==> src/rtl/hps_mailbox_pkg.sv <==
// Register map, STATUS layout and error-source encoding shared by the
// mailbox top and its bench.
package hps_mailbox_pkg;

  localparam logic [7:0] REG_TX_DATA   = 8'h00;
  localparam logic [7:0] REG_TX_START  = 8'h04;
  localparam logic [7:0] REG_STATUS    = 8'h08;
  localparam logic [7:0] REG_RX_DATA   = 8'h0C;
  localparam logic [7:0] REG_IRQ_PEND  = 8'h10;
  localparam logic [7:0] REG_IRQ_MASK  = 8'h14;
  localparam logic [7:0] REG_IRQ_FORCE = 8'h18;
  localparam logic [7:0] REG_ERR_CLR   = 8'h1C;
  localparam logic [7:0] REG_CFG_BASE  = 8'h20;

  localparam int STATUS_ERR_BIT      = 0;
  localparam int STATUS_TX_READY_BIT = 1;
  localparam int STATUS_RX_LEVEL_LSB = 8;

  typedef enum logic [1:0] {
    ERR_NONE     = 2'd0,
    ERR_TX_BUSY  = 2'd1,
    ERR_RX_EMPTY = 2'd2
  } err_src_e;

  function automatic logic [7:0] cfg_offset(input int k);
    return REG_CFG_BASE + 8'(k * 4);
  endfunction

endpackage

==> src/rtl/hps_irq_ctrl.sv <==
// Interrupt edge capture, pending/mask registers and registered irq output.
module hps_irq_ctrl #(
  parameter int IRQ_N = 4
) (
  input  logic             clk,
  input  logic             reset,
  input  logic [IRQ_N-1:0] irq_src,
  input  logic [IRQ_N-1:0] pend_clr,
  input  logic [IRQ_N-1:0] pend_force,
  input  logic             mask_we,
  input  logic [IRQ_N-1:0] mask_wdata,
  output logic [IRQ_N-1:0] pend,
  output logic [IRQ_N-1:0] mask,
  output logic             irq
);

  logic [IRQ_N-1:0] src_q;
  logic [IRQ_N-1:0] rise;

  assign rise = irq_src & ~src_q;

  // src_q tracks irq_src even in reset so levels held across release are not edges
  always_ff @(posedge clk) begin
    src_q <= irq_src;
    if (reset) begin
      pend <= '0;
      mask <= '0;
      irq  <= 1'b0;
    end else begin
      pend <= (pend & ~pend_clr) | rise | pend_force;
      if (mask_we)
        mask <= mask_wdata;
      irq <= |(pend & mask);
    end
  end

endmodule

==> src/rtl/hps_mailbox.sv <==
// HPS-facing mailbox: TX/RX FIFO strobes, sticky error, interrupt block and
// config registers behind a registered-read slave port.
module hps_mailbox
  import hps_mailbox_pkg::*;
#(
  parameter int                   DATA_W   = 8,
  parameter int                   IRQ_N    = 4,
  parameter int                   CFG_N    = 4,
  parameter logic [CFG_N*32-1:0]  CFG_INIT = {4{32'd0}}
) (
  input  logic                clk,
  input  logic                reset,
  input  logic [7:0]          address,
  input  logic                chipselect,
  input  logic                read_en,
  input  logic                write_en,
  input  logic [31:0]         writedata,
  output logic [31:0]         readdata,
  output logic [DATA_W-1:0]   tx_data,
  output logic                tx_wren,
  input  logic                tx_ready,
  output logic                tx_start,
  input  logic [DATA_W-1:0]   rx_data,
  output logic                rx_rden,
  input  logic [7:0]          rx_level,
  input  logic [IRQ_N-1:0]    irq_src,
  output logic                irq,
  output logic [CFG_N*32-1:0] cfg
);

  logic [7:0]       addr_w;
  logic             addr_lsb_unused;
  logic             wr_acc, rd_acc, rd_wr_clash;
  logic             err, err_clr;
  err_src_e         err_src;
  logic [31:0]      status_word, rd_val;
  logic [IRQ_N-1:0] pend, mask, pend_clr, pend_force;
  logic             mask_we;

  assign addr_w          = {address[7:2], 2'b00};
  assign addr_lsb_unused = ^address[1:0];

  // a simultaneous read+write strobe is treated purely as a write
  assign wr_acc      = chipselect & write_en;
  assign rd_acc      = chipselect & read_en & ~write_en;
  assign rd_wr_clash = chipselect & read_en & write_en;

  assign err_clr    = wr_acc && (addr_w == REG_ERR_CLR) && writedata[0];
  assign pend_clr   = (wr_acc && addr_w == REG_IRQ_PEND)  ? writedata[IRQ_N-1:0] : '0;
  assign pend_force = (wr_acc && addr_w == REG_IRQ_FORCE) ? writedata[IRQ_N-1:0] : '0;
  assign mask_we    = wr_acc && (addr_w == REG_IRQ_MASK);

  always_comb begin
    status_word = '0;
    status_word[STATUS_ERR_BIT]             = err;
    status_word[STATUS_TX_READY_BIT]        = tx_ready;
    status_word[STATUS_RX_LEVEL_LSB +: 8]   = rx_level;
  end

  always_comb begin
    rd_val  = '0;
    err_src = ERR_NONE;
    case (addr_w)
      REG_STATUS:   rd_val = status_word;
      REG_RX_DATA:  if (rx_level != 8'd0) rd_val = 32'(rx_data);
      REG_IRQ_PEND: rd_val = 32'(pend);
      REG_IRQ_MASK: rd_val = 32'(mask);
      default:      ;
    endcase
    for (int k = 0; k < CFG_N; k++)
      if (addr_w == cfg_offset(k))
        rd_val = cfg[k*32 +: 32];
    if (wr_acc && addr_w == REG_TX_START && writedata[0] && !tx_ready)
      err_src = ERR_TX_BUSY;
    else if (rd_acc && addr_w == REG_RX_DATA && rx_level == 8'd0)
      err_src = ERR_RX_EMPTY;
  end

  // reset also cancels any strobe the previous access would have produced
  always_ff @(posedge clk) begin
    if (reset) begin
      readdata <= '0;
      tx_data  <= '0;
      tx_wren  <= 1'b0;
      tx_start <= 1'b0;
      rx_rden  <= 1'b0;
      err      <= 1'b0;
      cfg      <= CFG_INIT;
    end else begin
      tx_wren  <= wr_acc && (addr_w == REG_TX_DATA);
      if (wr_acc && addr_w == REG_TX_DATA)
        tx_data <= writedata[DATA_W-1:0];
      tx_start <= wr_acc && (addr_w == REG_TX_START) && writedata[0] && tx_ready;
      rx_rden  <= rd_acc && (addr_w == REG_RX_DATA) && (rx_level != 8'd0);
      err      <= (err_src != ERR_NONE) || (err && !err_clr);
      if (rd_acc)
        readdata <= rd_val;
      else if (rd_wr_clash)
        readdata <= '0;
      for (int k = 0; k < CFG_N; k++)
        if (wr_acc && addr_w == cfg_offset(k))
          cfg[k*32 +: 32] <= writedata;
    end
  end

  hps_irq_ctrl #(.IRQ_N(IRQ_N)) u_irq (
    .clk        (clk),
    .reset      (reset),
    .irq_src    (irq_src),
    .pend_clr   (pend_clr),
    .pend_force (pend_force),
    .mask_we    (mask_we),
    .mask_wdata (writedata[IRQ_N-1:0]),
    .pend       (pend),
    .mask       (mask),
    .irq        (irq)
  );

endmodule

==> config.mk <==
export PLATFORM = sky130hd
export DESIGN_NAME = hps_mailbox
export DESIGN_NICKNAME = d
export VERILOG_FILES = /design/src/rtl/hps_mailbox_pkg.sv /design/src/rtl/hps_irq_ctrl.sv /design/src/rtl/hps_mailbox.sv
export SDC_FILE = /design/constraint.sdc
export NUM_CORES = 1
export LEC_CHECK = 0
export ABC_AREA = 1
export CORE_UTILIZATION = 45
export CTS_CLUSTER_DIAMETER = 30
export DETAILED_ROUTE_END_ITERATION = 16
export HOLD_SLACK_MARGIN = 0.06
export PLACE_DENSITY = 0.78
export SLEW_MARGIN = 0
export SYNTH_ARGS = -nofsm -noshare
export SYNTH_HDL_FRONTEND = slang
export SYNTH_HIERARCHICAL = 1
export SYNTH_SLANG_ARGS = --single-unit
==> constraint.sdc <==
create_clock -name clk -period 3.2 [get_ports clk]
set_input_delay 0.48 -clock clk [delete_from_list [all_inputs] [get_ports clk]]
set_output_delay 0.48 -clock clk [all_outputs]
set_load 0.1 [all_outputs]
## Word level (Yosys, flattened, before mapping)

Cells that the tools add are included.

| word-level totals | value |
|---|---|
| flip-flop bits (word level) | 185 |
| latch bits | 0 |
| RAM bits | 0 |
| ROM bits | 0 |
| bits of input ports | 66 |
| output and inout port bits | 172 |
| logic and storage cells | 76 |
| memories | 0 |

| operators by class | value |
|---|---|
| $add $sub $neg | 0 |
| multipliers | 0 |
| divide/modulo/power cells | 0 |
| $lt $le $gt $ge | 0 |
| equal/unequal tests | 11 |
| shift operators | 0 |
| mux-type cells | 12 |
| bitwise gates (word level) | 12 |
| reduce and logical (&&, ||, !) cells | 27 |

Operator list:

| cell | number |
|---|---|
| 2-to-1 mux 32 bit | 6 |
| case mux 16 bit (4 select lines) | 1 |
| equality test 6 x 3 -> 1 bit, second input constant | 4 |
| equality test 6 x 4 -> 1 bit, second input constant | 4 |
| logical AND 1 bit | 18 |
| logical NOT 8 bit | 2 |
| bitwise AND 4 bit | 3 |
| equality test 6 x 2 -> 1 bit, second input constant | 2 |
| 2-to-1 mux 4 bit | 2 |
| 2-to-1 mux 8 bit | 1 |
| NOT 4 bit | 2 |
| OR 4 bit | 2 |
| nonzero test 8 bit | 1 |
| equality test 6 x 1 -> 1 bit, second input constant | 1 |
| bitwise AND 1 bit | 4 |
| 2-to-1 mux 2 bit | 2 |
| nonzero test 2 bit | 2 |
| OR reduction 4 bit | 1 |
| logical NOT 1 bit | 2 |
| logical OR 1 bit | 1 |
| NOT 1 bit | 1 |

## Longest topological paths before layout

Gate-level depths: netlist of the first run.

| depth | value |
|---|---|
| depth after elaboration | 8 |
| depth in mapped cells | 13 |

## Hierarchy

Netlist of the first run, hierarchy kept.

By module, submodules not included:

| module | instances | cells an instance | area an instance (µm²) | seq. area each (µm²) |
|---|---|---|---|---|
| hps_mailbox | 1 | 983 | 7205.7 | 3443.3 |
| hps_irq_ctrl | 1 | 67 | 474.2 | 260.2 |

## Least setup slack after synthesis of the first run

No wires, ideal clock.

| timing | value |
|---|---|
| path kind | input to register |
| start | in address[7] |
| end | reg readdata[3] |
| arrival time | 1.526 ns |
| data required time | 3.068 ns |
| setup slack | 1.542 ns |
| cell stages on the path | 12 |
| path buffers | 1 |
| cells stage by stage | nor2_4 > nand3_4 > nor2_4 > inv_2 > buf_6 > or2_0 > nand2_1 > nand2_1 > nand2_1 > nand2_1 > nand2_1 > a21oi_1 |

| between the ends | value |
|---|---|
| longest elaborated chain between the ends | 7 |

RTL lines:

| what | line | source |
|---|---|---|
| from (decl) | hps_mailbox.sv:13 | `input logic [7:0] address,` |
| equality test 6 x 3 -> 1 bit or equality test 6 x 2 -> 1 bit (tied branches) | hps_mailbox.sv:63 | `case (addr_w)` |
| case mux 16 bit (4 select lines) | hps_mailbox.sv:63 |  |
| 2-to-1 mux 32 bit (3 in a row) | hps_mailbox.sv:71 | `if (addr_w == cfg_offset(k))` |
| 2-to-1 mux 32 bit * | hps_mailbox.sv:71 |  |
| 2-to-1 mux 32 bit * | hps_mailbox.sv:96 | `if (rd_acc)` |
| to (signal assigned) | hps_mailbox.sv:97 | `readdata <= rd_val;` |
| to (decl) | hps_mailbox.sv:18 | `output logic [31:0] readdata,` |

Every way passes the cells marked *; elsewhere a longest branch is shown, timed or not.
A chain may end at the register's enable or synchronous reset.

## Worst setup path after layout of the first run

| timing | value |
|---|---|
| start | reg cfg[84] |
| end | out cfg[84] |

RTL lines:

| what | line | source |
|---|---|---|
| from (decl) | hps_mailbox.sv:28 | `output logic [CFG_N*32-1:0] cfg` |
| from (signal, indexed assignment) | hps_mailbox.sv:102 | `cfg[k*32 +: 32] <= writedata;` |

No word-level cell between the ends.

==> reports/summary.txt, run 1 <==
max cap viols - 0
synth warn - 6
Seq/Total Area, Yosys - 48.2%
Synth area leaders - dfxtp_1 48%, o21ai_0 9.9%, nor2_1 8.8%, a21oi_1 8.0%, nand2_1 6.7%
DR iter-0 viols - 728
DR vias - 7,925
Worst EP arrival - 1.95 ns
Register Area - 3700 µm²
pre-CTS setup slack - 0.435 ns
gr usage total - 29.8%
DR vias/cell - 5.33
TritonCTS Buffers - 17
Diodes inserted - 0
cell count after synthesis - 1,050
post-detail-place hpwl - 17.2 mm
Initial Util - 46.1%
Clock Root Buffer - clkbuf_16
CTS H-tree lvls - 4
Synth area leader - dfxtp_1
max-slew violations - 0
# port buffers - 235
initial antenna violation count - 0
Max Clk Rate - 0.411 GHz
Max Buffers Root-to-Sink - 2
Worst Path Class, Setup - reg2out
worst-skew pair later-pin latency - 0.42 ns
CP Launch Type - register
Final Cell Area - 10,600 µm²
Die Ht - 133 µm
Rows - 47
largest net degree at the start of global routing - 138
ys async rst share - 0%
Rel. slew slack - 34.1%
drt total wl - 26.2 mm
Area growth syn-to-layout - 37.5%
Top FF cell, synth - dfxtp_1
# resized after CTS - 0
vias in the first global route - 7,172
DP Cell Count - 1,455
critical-path cell list - clkdlybuf4s50_1
count leader, synth - dfxtp_1
post-synth cell types - 31
crit end category - output port
Final period util - 76.1%
worst vdd ir - 391 µV
syn nets - 1,116
Core Footprint - 16,600 µm²
fin cells - 1,487
Yosys reg bits - 185
min Tclk post-route - 2.43 ns
DR WL/cell - 17.6 µm
Power Density - 472 nW/µm²
top cell type's share of synthesized area - 48.2%
data required time at the worst endpoint - 2.72 ns
Least-Margin Pin Slew - 0.985 ns
Fin Clk Skew - 0.00536 ns
Setup WS post-layout - 0.765 ns
CTS tree - yes
P_leak - 0.00435 µW
ratio of cells with drive above 1 in the final layout - 13.5%
Hold WC Path Type - reg2reg
mapped cell area - 7680 µm²
GR Overflow Total - 0
final core area utilization - 63.4%
cell family with most CP delay - buffers and inverters
placed instance area - 9900 µm²
status - completed
Placer Congestion - 0.898
CTS clk-pin slew, worst paths - 0.07 ns
fillers - 1,502
# IOs - 238
die area - 17,600 µm²
Hold Fails Final Rpt - 0
RSZ-0062 raised after global routing - no
Die Wd - 133 µm
drt drc - 0
# setup viols final - 0
final net count - 1,320
# hold bufs at CTS - 0
number of synthesized flops with an enable pin - 0
Syn Area/Cell - 7.31 µm²
CP Buf/Inv Count - 1
first-pass GRT wire length - 40.4 mm
Post-CTS Setup Inserts - 0
Pre-antenna DRT Iters - 5
Post-DRT Antenna Nets - 0
multi-input logic area - 3330 µm²
crit path max-delay cell type - clkdlybuf4s50_1
most frequent cells after synthesis - 185 x dfxtp_1, 180 x nor2_1, 152 x o21ai_0
maximum fanout along the worst path - 3
clk sinks - 185
Max stage delay on crit path - 1.15 ns
setup TNS - 0 ns
cell families (layout without fill, tap and decap cells):
kind of cell	count (synthesis)	count (layout)	synth area share [%]
AOI/OAI and AO/OA	320	320	22.3
buffers and inverters	163	380	8.60
DFF	185	185	48.2
and+or+nand+nor	382	382	20.8
flip-flops by register name, summed over array words and instances, names as in the netlist:
register	flops
rx_rden	1
u_irq/src_q	4
u_irq/mask	4
cfg	128
readdata	32
tx_start	1
tx_data	8
tx_wren	1
u_irq/irq	1
err	1
u_irq/pend	4
power breakdown:
part	internal, µW	switching [µW]
registers	2320	10.5
logic	115	220
clock network	1410	907
total	3850	1140
layout make-up:
cell class,count,share of cell area (%)
clock inverter,14,2.04
sequential,185,35.1
clock buffer,18,4.16
timing repair buffer,248,21.0
tap,220,2.61
inverter,100,3.58
multi-input combinational,702,31.5
cell usage in the layout (no fill, tap or decap), drive strengths merged:
cell	synthesis	routed
clkdlybuf4s50	0	138
nand4	7	7
a22oi	4	4
o211ai	30	30
clkinv	2	6
bufinv	0	5
o21ai	155	155
clkinvlp	0	2
nor2	190	190
o31ai	1	1
dfxtp	185	185
nand3	37	37
o221ai	5	5
clkbuf	38	18
buf	25	110
o21bai	3	3
or2	6	6
nor3	3	3
nand2	139	139
a21oi	122	122
inv	98	101
per-stage QoR:
step	hold slack (ns)	power (µW)
after floorplan	0.485	2540
after global placement	0.448	2710
after detailed placement	0.453	2710
after CTS	0.464	5000
after global routing	0.476	5120
final	0.465	4980
worst reg2reg max path: stages, from the launching register on:
cell and delay, ns:
dfxtp_1 0.32, inv_1 0.06, nor3_1 0.05, a21oi_1 0.18, nand3_1 0.10, nand2_1 0.10, nand3_1 0.14, nand2_1 0.09
a21oi_1 0.06
worst paths after layout:
kind                               from                        end  slack [ns]  cells past startpoint
min           readdata[21]$_SDFFE_PP0P_  readdata[21]$_SDFFE_PP0P_        0.47                      2
min reg2reg   readdata[21]$_SDFFE_PP0P_  readdata[21]$_SDFFE_PP0P_        0.47                      2
max reg2reg  u_irq/mask[0]$_SDFFE_PP0P_   readdata[0]$_SDFFE_PP0P_        1.96                      8
max                cfg[84]$_SDFFE_PP0P_                    cfg[84]        0.77                      1
per-layer routing:
layer / vias to the layer above / GRT usage [%] / part of all wire, %
li1: 3853 / - / -
met1: 3646 / 39.7 / 44
met2: 383 / 47.7 / 46
met3: 43 / 5.75 / 7.9
met4: 0 / 11.7 / 2.4
met5: - / 0 / 0
Power figures use the tool's default switching activity.
==> run 2: changes to the inputs <==
clock period = 2.5 ns   (was 3.2 ns; I/O delays follow)
==> reports/summary.txt, run 2 (same netlist as run 1, synthesis figures left out) <==
post-detail-place hpwl - 18.0 mm
Setup crit start - address[7]
Power Density - 588 nW/µm²
DR vias - 7,966
Max stage delay on crit path - 0.46 ns
DP Cell Count - 1,469
DR iter-0 viols - 693
setup TNS - 0 ns
CTS tree - yes
crit end category - register
clk sinks - 185
DR vias/cell - 5.32
Setup WS post-layout - 0.563 ns
Worst R2R Start - u_irq/mask[0]$_SDFFE_PP0P_
final net count - 1,334
Least-Margin Pin Slew - 0.786 ns
CP Buf/Inv Count - 2
ratio of cells with drive above 1 in the final layout - 20.0%
first-pass GRT wire length - 40.0 mm
Initial Util - 46.1%
max cap viols - 0
clock network power share - 44.4%
FF-to-FF End - readdata[0]$_SDFFE_PP0P_
Worst Path Class, Setup - in2reg
final hold slack - 0.427 ns
max reg flops - 128
initial antenna violation count - 0
# setup viols final - 0
Register Area - 3700 µm²
CTS H-tree lvls - 4
most common cell after layout, fill and taps aside - buf_4
cell internal pwr - 4760 µW
Post-DRT Antenna Nets - 0
Core Footprint - 16,600 µm²
maximum fanout along the worst path - 44
drt total wl - 26.0 mm
Crit path depth - 8
biggest regs - cfg: 128 flops, readdata: 32 flops, tx_data: 8 flops
fillers - 1,516
Tot Pwr - 6140 µW
CTS clk-pin slew, worst paths - 0.06 ns
Hold WC Path Type - in2reg
DR WL/cell - 17.3 µm
Max Clk Rate - 0.516 GHz
CP Capture Point - cfg[116]$_SDFFE_PP0P_
cell family with most CP delay - simple AND/OR/NAND/NOR gates
vias in the first global route - 7,178
# resized after CTS - 0
fin cells - 1,498
die area - 17,600 µm²
worst vdd ir - 497 µV
Final period util - 77.5%
Fin Clk Skew - 0.00772 ns
Combinational Power Share - 7.1%
Die Wd - 133 µm
Flop pwr share - 48.5%
Die Ht - 133 µm
CP Launch Type - input pin
crit path max-delay cell type - clkdlybuf4s50_1
GR Overflow Total - 0
pre-CTS setup slack - 0.178 ns
Hold Fails Final Rpt - 0
# IOs - 238
TritonCTS Buffers - 17
status - completed
Clock Root Buffer - clkbuf_16
multi-input logic area - 3330 µm²
switching pwr - 1390 µW
Rel. slew slack - 47.5%
largest net degree at the start of global routing - 50
# hold bufs at CTS - 0
gr usage total - 29.4%
FF-to-FF setup slack - 1.32 ns
Diodes inserted - 0
critical-path cell list - clkdlybuf4s50_1 > nor2_4 > nand3_4 > nor2_4 > nand3_2 > buf_12 > o21ai_0 > a21oi_1
Rows - 47
critical path's most frequent cell - nor2_4
P_leak - 0.00456 µW
data required time at the worst endpoint - 2.80 ns
most frequent cells in the layout - 195 x buf_4, 185 x dfxtp_1, 179 x nor2_1
Pre-antenna DRT Iters - 5
min Tclk post-route - 1.94 ns
largest reg by FF count - cfg
Placer Congestion - 0.924
Post-CTS Setup Inserts - 0
Area growth syn-to-layout - 36.0%
Net Sw Frac - 22.6%
Max Buffers Root-to-Sink - 2
Worst EP arrival - 2.24 ns
# port buffers - 235
worst-skew pair later-pin latency - 0.42 ns
worst r2r path cells - 8
max-slew violations - 0
drt drc - 0
RSZ-0062 raised after global routing - no
-- run 2: worst min-delay path by stage --
stage	from	to	slack, ns	depth (start not counted)
global route	irq_src[2]	u_irq/src_q[2]$_DFF_P_	0.42	1
finish	irq_src[2]	u_irq/src_q[2]$_DFF_P_	0.43	1
floorplan	irq_src[0]	u_irq/src_q[0]$_DFF_P_	0.40	0
global placement	cfg[100]$_SDFFE_PP0P_	cfg[100]$_SDFFE_PP0P_	0.45	2
CTS	irq_src[2]	u_irq/src_q[2]$_DFF_P_	0.42	1
detailed placement	cfg[100]$_SDFFE_PP0P_	cfg[100]$_SDFFE_PP0P_	0.45	2
-- run 2: routing by layer --
layer / share of wire, % / vias to the layer above / global-route usage, %
li1: - / 3883 / -
met1: 44 / 3688 / 39.9
met2: 46 / 357 / 46.6
met3: 7.7 / 38 / 5.75
met4: 2.1 / 0 / 9.77
met5: 0 / - / 0
-- run 2: power groups by stage --
| stage | Clock, µW | Combinational [µW] | Sequential [µW] |
|---|---|---|---|
| after floorplan | 0 | 138 | 3120 |
| after global placement | 0 | 425 | 3040 |
| after detailed placement | 0 | 426 | 3050 |
| after CTS | 2760 | 427 | 2980 |
| after global routing | 2890 | 459 | 2980 |
| final | 2730 | 433 | 2980 |
-- run 2: final cells by class --
class / instances / area share (%)
repair buffers: 262 / 20.8
well taps: 220 / 2.63
clock inverters: 7 / 1.14
flip-flops and latches: 185 / 35.4
clock buffers: 22 / 4.54
inverters: 100 / 3.62
multi-input cells: 702 / 31.9
-- run 2: through the flow --
step / utilization [%] / area [µm²]
floorplan: - / 7680
global placement: 59.2 / 9850
detailed placement: 59.2 / 9850
CTS: 62.8 / 10400
global route: 62.8 / 10400
finish: 62.8 / 10400
